[src/rtl/riscv_fetch_pkg.sv]
// Shared types and helpers for the instruction fetch/realign stage.
package riscv_fetch_pkg;

  typedef logic [15:0] halfword_t;

  localparam logic [31:0] BUBBLE_INS = 32'h0000_0000;

  // A halfword whose two low bits are not both set starts a 16-bit RVC instruction.
  function automatic logic is_rvc(input halfword_t h);
    return h[1:0] != 2'b11;
  endfunction

endpackage

[src/rtl/fetch_hw_queue.sv]
// Four-entry halfword queue with same-cycle bypass of the pushed word, so a word
// arriving this cycle can be extracted from immediately.
module fetch_hw_queue
  import riscv_fetch_pkg::*;
(
  input  logic      i_clk,
  input  logic      i_rst,
  input  logic      i_flush,
  input  logic [1:0] i_push_n,
  input  halfword_t i_push0,
  input  halfword_t i_push1,
  input  logic [1:0] i_pop_n,
  output halfword_t o_head0,
  output halfword_t o_head1,
  output logic [2:0] o_avail,
  output logic [2:0] o_count_next
);

  logic [3:0][15:0] r_q;
  logic [2:0]       r_cnt;
  logic [31:0]      w_push;
  logic [63:0]      w_view;
  logic [63:0]      w_shift;

  // Slots at or above r_cnt are kept zero, so the pushed word can simply be OR-ed in.
  assign w_push  = (i_push_n == 2'd2) ? {i_push1, i_push0} :
                   (i_push_n == 2'd1) ? {16'h0000, i_push0} : '0;
  assign w_view  = r_q | ({32'h0000_0000, w_push} << {r_cnt, 4'b0000});
  assign w_shift = w_view >> {i_pop_n, 4'b0000};

  assign o_head0      = w_view[15:0];
  assign o_head1      = w_view[31:16];
  assign o_avail      = r_cnt + {1'b0, i_push_n};
  assign o_count_next = o_avail - {1'b0, i_pop_n};

  always_ff @(posedge i_clk or posedge i_rst) begin
    if (i_rst) begin
      r_q   <= '0;
      r_cnt <= '0;
    end else if (i_flush) begin
      r_q   <= '0;
      r_cnt <= '0;
    end else begin
      r_q   <= w_shift;
      r_cnt <= o_count_next;
    end
  end

endmodule

[src/rtl/fetch_realign.sv]
// IF stage: issues aligned word fetches, realigns halfwords into RV32I/RVC
// instructions and registers the IF/ID outputs with stall and redirect handling.
module fetch_realign
  import riscv_fetch_pkg::*;
#(
  parameter int unsigned           ADDR_W   = 32,
  parameter logic [ADDR_W-1:0]     RESET_PC = '0
) (
  input  logic              clk,
  input  logic              Rst,
  input  logic              dbg,
  input  logic              mem_hold,
  input  logic              hz,
  input  logic              branch,
  input  logic [ADDR_W-1:0] branoff,
  input  logic              trap,
  input  logic [ADDR_W-1:0] trap_vec,
  output logic              imem_req,
  output logic [ADDR_W-1:0] imem_addr,
  input  logic [31:0]       imem_rdata,
  output logic [31:0]       ins,
  output logic              comp_sig,
  output logic [ADDR_W-1:0] IF_ID_pres_addr
);

  localparam logic [ADDR_W-1:0] MASK4 = ~ADDR_W'(3);
  localparam logic [ADDR_W-1:0] MASK2 = ~ADDR_W'(1);
  localparam logic [ADDR_W-1:0] INC2  = ADDR_W'(2);
  localparam logic [ADDR_W-1:0] INC4  = ADDR_W'(4);

  logic [ADDR_W-1:0] r_fpc;
  logic [ADDR_W-1:0] r_qpc;
  logic              r_skip_lo;
  logic              r_inflight;
  logic [31:0]       r_ins;
  logic              r_comp;
  logic [ADDR_W-1:0] r_pres;

  logic              w_redirect;
  logic              w_stall;
  logic [ADDR_W-1:0] w_target;
  logic              w_arrive;
  logic [1:0]        w_push_n;
  halfword_t         w_push0;
  halfword_t         w_head0;
  halfword_t         w_head1;
  logic [2:0]        w_avail;
  logic [2:0]        w_count_next;
  logic              w_rvc;
  logic              w_ready;
  logic              w_take;
  logic [1:0]        w_pop_n;
  logic              w_req;

  assign w_redirect = trap | branch;
  assign w_target   = trap ? trap_vec : branoff;
  assign w_stall    = hz | dbg | mem_hold;

  // A response landing in a redirect cycle belongs to the abandoned stream.
  assign w_arrive = r_inflight & ~w_redirect;
  assign w_push_n = !w_arrive ? 2'd0 : (r_skip_lo ? 2'd1 : 2'd2);
  assign w_push0  = r_skip_lo ? imem_rdata[31:16] : imem_rdata[15:0];

  assign w_rvc   = is_rvc(w_head0);
  assign w_ready = w_rvc ? (w_avail >= 3'd1) : (w_avail >= 3'd2);
  assign w_take  = w_ready & ~w_stall & ~w_redirect;
  assign w_pop_n = !w_take ? 2'd0 : (w_rvc ? 2'd1 : 2'd2);

  assign w_req     = ~Rst & (w_redirect | (w_count_next <= 3'd2));
  assign imem_req  = w_req;
  assign imem_addr = w_redirect ? (w_target & MASK4) : r_fpc;

  fetch_hw_queue u_queue (
    .i_clk        (clk),
    .i_rst        (Rst),
    .i_flush      (w_redirect),
    .i_push_n     (w_push_n),
    .i_push0      (w_push0),
    .i_push1      (imem_rdata[31:16]),
    .i_pop_n      (w_pop_n),
    .o_head0      (w_head0),
    .o_head1      (w_head1),
    .o_avail      (w_avail),
    .o_count_next (w_count_next)
  );

  always_ff @(posedge clk or posedge Rst) begin
    if (Rst) begin
      r_fpc      <= RESET_PC & MASK4;
      r_qpc      <= RESET_PC & MASK2;
      r_skip_lo  <= RESET_PC[1];
      r_inflight <= 1'b0;
    end else begin
      r_inflight <= w_req;
      if (w_redirect) begin
        r_fpc     <= (w_target & MASK4) + INC4;
        r_qpc     <= w_target & MASK2;
        r_skip_lo <= w_target[1];
      end else begin
        if (w_req)    r_fpc     <= r_fpc + INC4;
        if (w_arrive) r_skip_lo <= 1'b0;
        if (w_take)   r_qpc     <= r_qpc + (w_rvc ? INC2 : INC4);
      end
    end
  end

  always_ff @(posedge clk or posedge Rst) begin
    if (Rst) begin
      r_ins  <= BUBBLE_INS;
      r_comp <= 1'b0;
      r_pres <= RESET_PC;
    end else if (w_redirect) begin
      r_ins  <= BUBBLE_INS;
      r_comp <= 1'b0;
    end else if (!w_stall) begin
      if (w_take) begin
        r_ins  <= w_rvc ? {16'h0000, w_head0} : {w_head1, w_head0};
        r_comp <= w_rvc;
        r_pres <= r_qpc;
      end else begin
        r_ins  <= BUBBLE_INS;
        r_comp <= 1'b0;
      end
    end
  end

  assign ins             = r_ins;
  assign comp_sig        = r_comp;
  assign IF_ID_pres_addr = r_pres;

endmodule

[config.mk]
export PLATFORM = sky130hd
export DESIGN_NAME = fetch_realign
export DESIGN_NICKNAME = d
export VERILOG_FILES = /design/src/rtl/riscv_fetch_pkg.sv /design/src/rtl/fetch_hw_queue.sv /design/src/rtl/fetch_realign.sv
export SDC_FILE = /design/constraint.sdc
export NUM_CORES = 1
export LEC_CHECK = 0
export ABC_CLOCK_PERIOD_IN_PS = 11150
export BUFFER_PORTS_ARGS = -buffer_cell sky130_fd_sc_hd__buf_2
export CORE_MARGIN = 2
export CORE_UTILIZATION = 35
export CTS_BUF_LIST = sky130_fd_sc_hd__clkbuf_4
export DETAILED_ROUTE_END_ITERATION = 10
export PLACE_DENSITY_LB_ADDON = 0.15
export SLEW_MARGIN = 30
export SYNTH_ARGS = -nofsm -noshare
export SYNTH_HDL_FRONTEND = slang
export SYNTH_SLANG_ARGS = --single-unit
[constraint.sdc]
create_clock -name clk -period 11.15 [get_ports clk]
set_input_delay 1.6725 -clock clk [delete_from_list [all_inputs] [get_ports clk]]
set_output_delay 1.6725 -clock clk [all_outputs]
set_load 0.01 [all_outputs]
# Yosys cells after proc, flatten, opt, wreduce, memory -nomap -nowiden
# Cells that the tools add are included.
# totals
output_inout_bits	98
in_bits	103
ff_bits	198
elab_cells	68
# classes
n_lt_le_gt_ge	3
shifts	2
n_mux	26
eq_ne	4
n_reduce_logical	4
add_sub_neg	5
bitwise	12
# ops
cell	n
$mux 32	11
$add 32x3->32 const B	2
$mux 64	1
$or 64x64->64	1
$shl 32x7->64	1
$shr 64x6->64	1
$add 32x3->32	1
$mux 16	2
$mux 2	4
$mux 1	6
$mux 3	2
$reduce_bool 2->1	3
$and 1x1->1	4
$ne 2x2->1 const B	2
$or 1x1->1	4
$add 3x2->3	1
$ge 3x1->1 const B	1
$ge 3x2->1 const B	1
$le 3x2->1 const B	1
$not 1->1	3
$reduce_and 3->1	1
$sub 3x2->3	1
$eq 2x1->1 const B	1
$eq 2x2->1 const B	1

# Longest topological paths before layout
# depth
word_depth	20
ltp_mapped	21
ltp_nobuf	17

# Hierarchy
# A second synthesis with hierarchy kept.
# hier_totals
hier_cells	1244
area_unflattened_um2	11299.6
# modules_own_cells
module	n_inst	area_per_inst_um2	seq_area_each_um2	cells_each
fetch_realign	1	7130.6	3178.0	791
fetch_hw_queue	1	4169.0	1676.6	453

# Least setup slack after synthesis
# No wires, ideal clock.
# synth_path
kind	input port to output port
from	input port branch
to	output port imem_req
path_stages	19
arrival_ps	5221
t_required_ps	9477
slack_ps	4257
n_path_buf	4
cell_sequence	buf_6 nor3b_1 and2_1 ha_1 inv_1 fa_1 xor2_1 nand2_1 nor2_1 or4_1 buf_4 inv_2 buf_2 buf_2 ha_1 fa_1 xnor2_1 and2_1 nor3_1
# synth_via
elab_chain_len	18
word_cells_on_any_way	23
classes_between	2 x add/sub; 3 x order compare; 3 x eq/ne; 1 x shift; 6 x mux; 8 x bitwise
# synth_rtl
element	line	rtl
from (decl)	fetch_realign.sv:14	input logic branch,
$or 1x1->1 (*)	fetch_realign.sv:55	assign w_redirect = trap | branch;
$not 1->1 (no line)	--	
$and 1x1->1	fetch_realign.sv:60	assign w_arrive = r_inflight & ~w_redirect;
$mux 2	fetch_realign.sv:61	assign w_push_n = !w_arrive ? 2'd0 : (r_skip_lo ? 2'd1 : 2'd2);
$eq 2x1->1	fetch_hw_queue.sv:27	(i_push_n == 2'd1) ? {16'h0000, i_push0} : '0;
$mux 16	fetch_hw_queue.sv:27	
$mux 32	fetch_hw_queue.sv:26	assign w_push = (i_push_n == 2'd2) ? {i_push1, i_push0} :
$shl 32x7->64	fetch_hw_queue.sv:28	assign w_view = r_q | ({32'h0000_0000, w_push} << {r_cnt, 4'b0000});
$or 64x64->64	fetch_hw_queue.sv:28	
$ne 2x2->1	riscv_fetch_pkg.sv:10	return h[1:0] != 2'b11;
$mux 1	fetch_realign.sv:65	assign w_ready = w_rvc ? (w_avail >= 3'd1) : (w_avail >= 3'd2);
$and 1x1->1 (2 in series)	fetch_realign.sv:66	assign w_take = w_ready & ~w_stall & ~w_redirect;
$mux 2	fetch_realign.sv:67	assign w_pop_n = !w_take ? 2'd0 : (w_rvc ? 2'd1 : 2'd2);
$sub 3x2->3	fetch_hw_queue.sv:34	assign o_count_next = o_avail - {1'b0, i_pop_n};
$le 3x2->1	fetch_realign.sv:69	assign w_req = ~Rst & (w_redirect | (w_count_next <= 3'd2));
$or 1x1->1 (*)	fetch_realign.sv:69	
$and 1x1->1 (*)	fetch_realign.sv:69	
to (decl)	fetch_realign.sv:18	output logic imem_req,
# Every way passes the cells marked *; elsewhere a longest branch is shown, timed or not.

# Worst setup path in the final report
# layout_path
from	input port trap
to	output port imem_req
# layout_via
elab_chain_len	18
word_cells_on_any_way	23
classes_between	2 x add/sub; 3 x order compare; 3 x eq/ne; 1 x shift; 6 x mux; 8 x bitwise
# layout_rtl
element	line	rtl
from (decl)	fetch_realign.sv:16	input logic trap,
$or 1x1->1 (*)	fetch_realign.sv:55	
$not 1->1 (no line)	--	
$and 1x1->1	fetch_realign.sv:60	
$mux 2	fetch_realign.sv:61	
$eq 2x1->1	fetch_hw_queue.sv:27	
$mux 16	fetch_hw_queue.sv:27	
$mux 32	fetch_hw_queue.sv:26	
$shl 32x7->64	fetch_hw_queue.sv:28	
$or 64x64->64	fetch_hw_queue.sv:28	
$ne 2x2->1	riscv_fetch_pkg.sv:10	
$mux 1	fetch_realign.sv:65	
$and 1x1->1 (2 in series)	fetch_realign.sv:66	
$mux 2	fetch_realign.sv:67	
$sub 3x2->3	fetch_hw_queue.sv:34	
$le 3x2->1	fetch_realign.sv:69	
$or 1x1->1 (*)	fetch_realign.sv:69	
$and 1x1->1 (*)	fetch_realign.sv:69	
# Marks and branches as above.

==> metrics.txt <==
Syn Inst Count 1,184; final setup violation count 0; via/cell ratio 5.46; arrival time at the worst endpoint 6.33 ns; fin nets 1,445; Leakage 5.73 nW; top cell type's share of synthesized area 45.7%; Global Route Usage Sum 21.6%; DR pass1 iterations 5; worst slew pin tran 0.994 ns; number of flops mapped to enable cells by yosys 0; WHS 0.494 ns; Post-Syn Area 10,600 sq um; DR WL/cell 19.3 microns; CTS tree built; worst hold stages 2; dominant cells by area after synthesis dfrtp_1 (46%), nand2_1 (6.9%), o21ai_0 (4.0%); Worst setup SP type input pin; Synth Area per Inst 8.98 sq um; fin cells 1,739; total grt overflow 0; ys flop type dfrtp_1; sequential power share 53.3%; register bit total from synthesis 194; Worst IR Drop VDD 0.0577 mV; initial drt markers 724; drt drc 0; clock share of power 28.4%; Worst-path clk slew 0.18 ns; share of layout cells above drive strength 1 20.8%; Placement Setup Slack 3.22 ns; max-slew headroom at the worst pin 33.7%; clock sinks 194; asr flop ratio synth 100%; setup TNS 0 ns; # rows 63; clock root buffer clkbuf_4; final wirelength 33.6 mm; cell accounting for the most synthesized area dfrtp_1; R2R cell count 18; critical path required time 9.48 ns; fin crit share 71.7%; hold_buf cts 0; WS Path Type input pin to primary output; die height 178 microns; Psw 0.497 mW; postcts setup bufs 0; Routed Antenna Nets 0; clock latency on the worst-skew pair 0.63 ns; # H-tree levels 4; Post-CTS Resized 0; worst hold path type register to register; Starting Density 35.7%; antenna violations before repair 3; combinational share of power 18.2%; TritonCTS buffer count 17; f_max 125 MHz; total of max-cap violations 0; RePlAce Congestion 0.854; setup slack after layout 3.15 ns; Layout area overhead 15.0%; RSZ-0062 raised after global routing false; Core Box Area 29,800 sq um; placed insts 1,705; I/O Buffers 195; synth unique cells 73; Power Density 121 nW/um^2; Yosys warnings 0; largest net degree at the start of global routing 122; crit path capture type primary output; Net Sw Frac 33.7%; Die Span X 178 microns; first-pass GRT wire length 53.3 mm; Clock Path Buffers 2; fin crit period 8.00 ns; vias 9,498; internal cell power 0.979 mW; Final Hold Fails 0; vias in the first global route 9,316; Crit Path Max Fanout 32; num ports 201; Slew Viols, Final 0; Die ar. 31,800 sq um; outcome complete, no violations; sequential share of the synthesized area 45.7%; synth cell count leaders dfrtp_1 (194), nand2_1 (194), nor2_1 (98); clock skew 0.0460 ns; dpl hpwl 22.7 mm
==> sequential cells by signal (all words and copies together) (netlist names) <==
signal,cells
ins,32
comp_sig,1
IF_ID_pres_addr,31
r_inflight,1
r_skip_lo,1
r_fpc,30
u_queue.r_q,64
r_qpc,31
u_queue.r_cnt,3
==> final cells by class <==
| cell class | instances | area [sq um] |
|---|---|---|
| Multi-Input combinational cell | 878 | 5320 |
| Timing Repair Buffer | 215 | 1130 |
| Clock inverter | 15 | 186 |
| Fill cell | 3051 | 17600 |
| Tap cell | 390 | 488 |
| Sequential cell | 194 | 4850 |
| Inverter | 28 | 113 |
| Clock buffer | 17 | 128 |
| Antenna cell | 2 | 5.00 |
==> placed cells by master (no fill, tap or decap), drive strengths merged, types with 4 or more instances in the layout <==
cell    instances
and2           14
or4            11
a221oi         16
nor4b           4
o22ai           9
o21ai          98
inv            36
o21a           12
nor2b           8
mux2            5
and4            6
a31oi          19
nand3          23
dfrtp         194
xor2           11
a21oi          84
a2bb2o          6
nand2b         13
or3             7
ha              5
a22o           45
o22a            5
a221o           9
clkinv          5
clkbuf         17
xnor2          17
nand4          16
a211oi         16
mux2i          38
nor2           98
nor3           13
nor4            6
buf           215
nand2         194
and3            5
o31ai          11
a21o           10
==> power by group through the flow <==
stage	Sequential, mW	Clock (mW)	Combinational (mW)
floorplan	0.800	0	0.164
global placement	0.799	0	0.268
detailed placement	0.800	0	0.270
CTS	0.787	0.432	0.272
global route	0.795	0.457	0.302
finish	0.787	0.420	0.269
==> worst max-delay path, stage by stage <==
cell and delay (ns):
buf_2 0.14, nor3b_1 0.67, and2_1 0.22, ha_1 0.14, inv_1 0.06, fa_1 0.37, xor2_1 0.24, nand2_1 0.12
nor2_1 0.12, or4_1 0.12, buf_4 0.30, inv_2 0.33, ha_1 0.31, fa_1 0.37, xnor2_1 0.23, and2_1 0.22
nor3_1 0.44, buf_2 0.23
==> routing by layer <==
metal  wire length, microns  up-vias  global-route usage [%]
met5                      0        -                       0
met4                    380        0                    4.88
met3                   2100       26                    3.45
met2                  15400      327                    34.6
met1                  15800     4566                    30.6
li1                       -     4579                       -
==> cell families (layout without fill, tap and decap cells) <==
group	Yosys count	after routing	synth area share, %
flip-flops	194	194	45.7
adder cells (fa/ha/maj)	8	8	1.15
AND/OR/NAND/NOR	428	428	18.9
AO/OA/AOI/OAI	368	368	23.0
multiplexers	43	43	4.11
XOR/XNOR	28	28	2.31
other	1	5	0.0353
buffers and inverters	114	275	4.84
==> final timing paths <==
check | end | start | slack, ns
min | ins[29] | ins[29] | 0.49
max reg2reg | r_fpc[25] | r_inflight | 5.69
max | imem_req | trap | 3.15
min in group asynchronous | r_qpc[28] | Rst | 1.27
min reg2reg | ins[29] | ins[29] | 0.49
max in group asynchronous | r_qpc[2] | Rst | 8.69
==> stage by stage <==
stage	power, mW	utilization, %	instance area [sq um]
after CTS	1.49	41.0	12200
after floorplan	0.964	-	10600
after global placement	1.07	39.9	11900
final	1.48	41.0	12200
after global routing	1.55	41.0	12200
after detailed placement	1.07	40.0	11900
(Power assumes the default switching activity.)
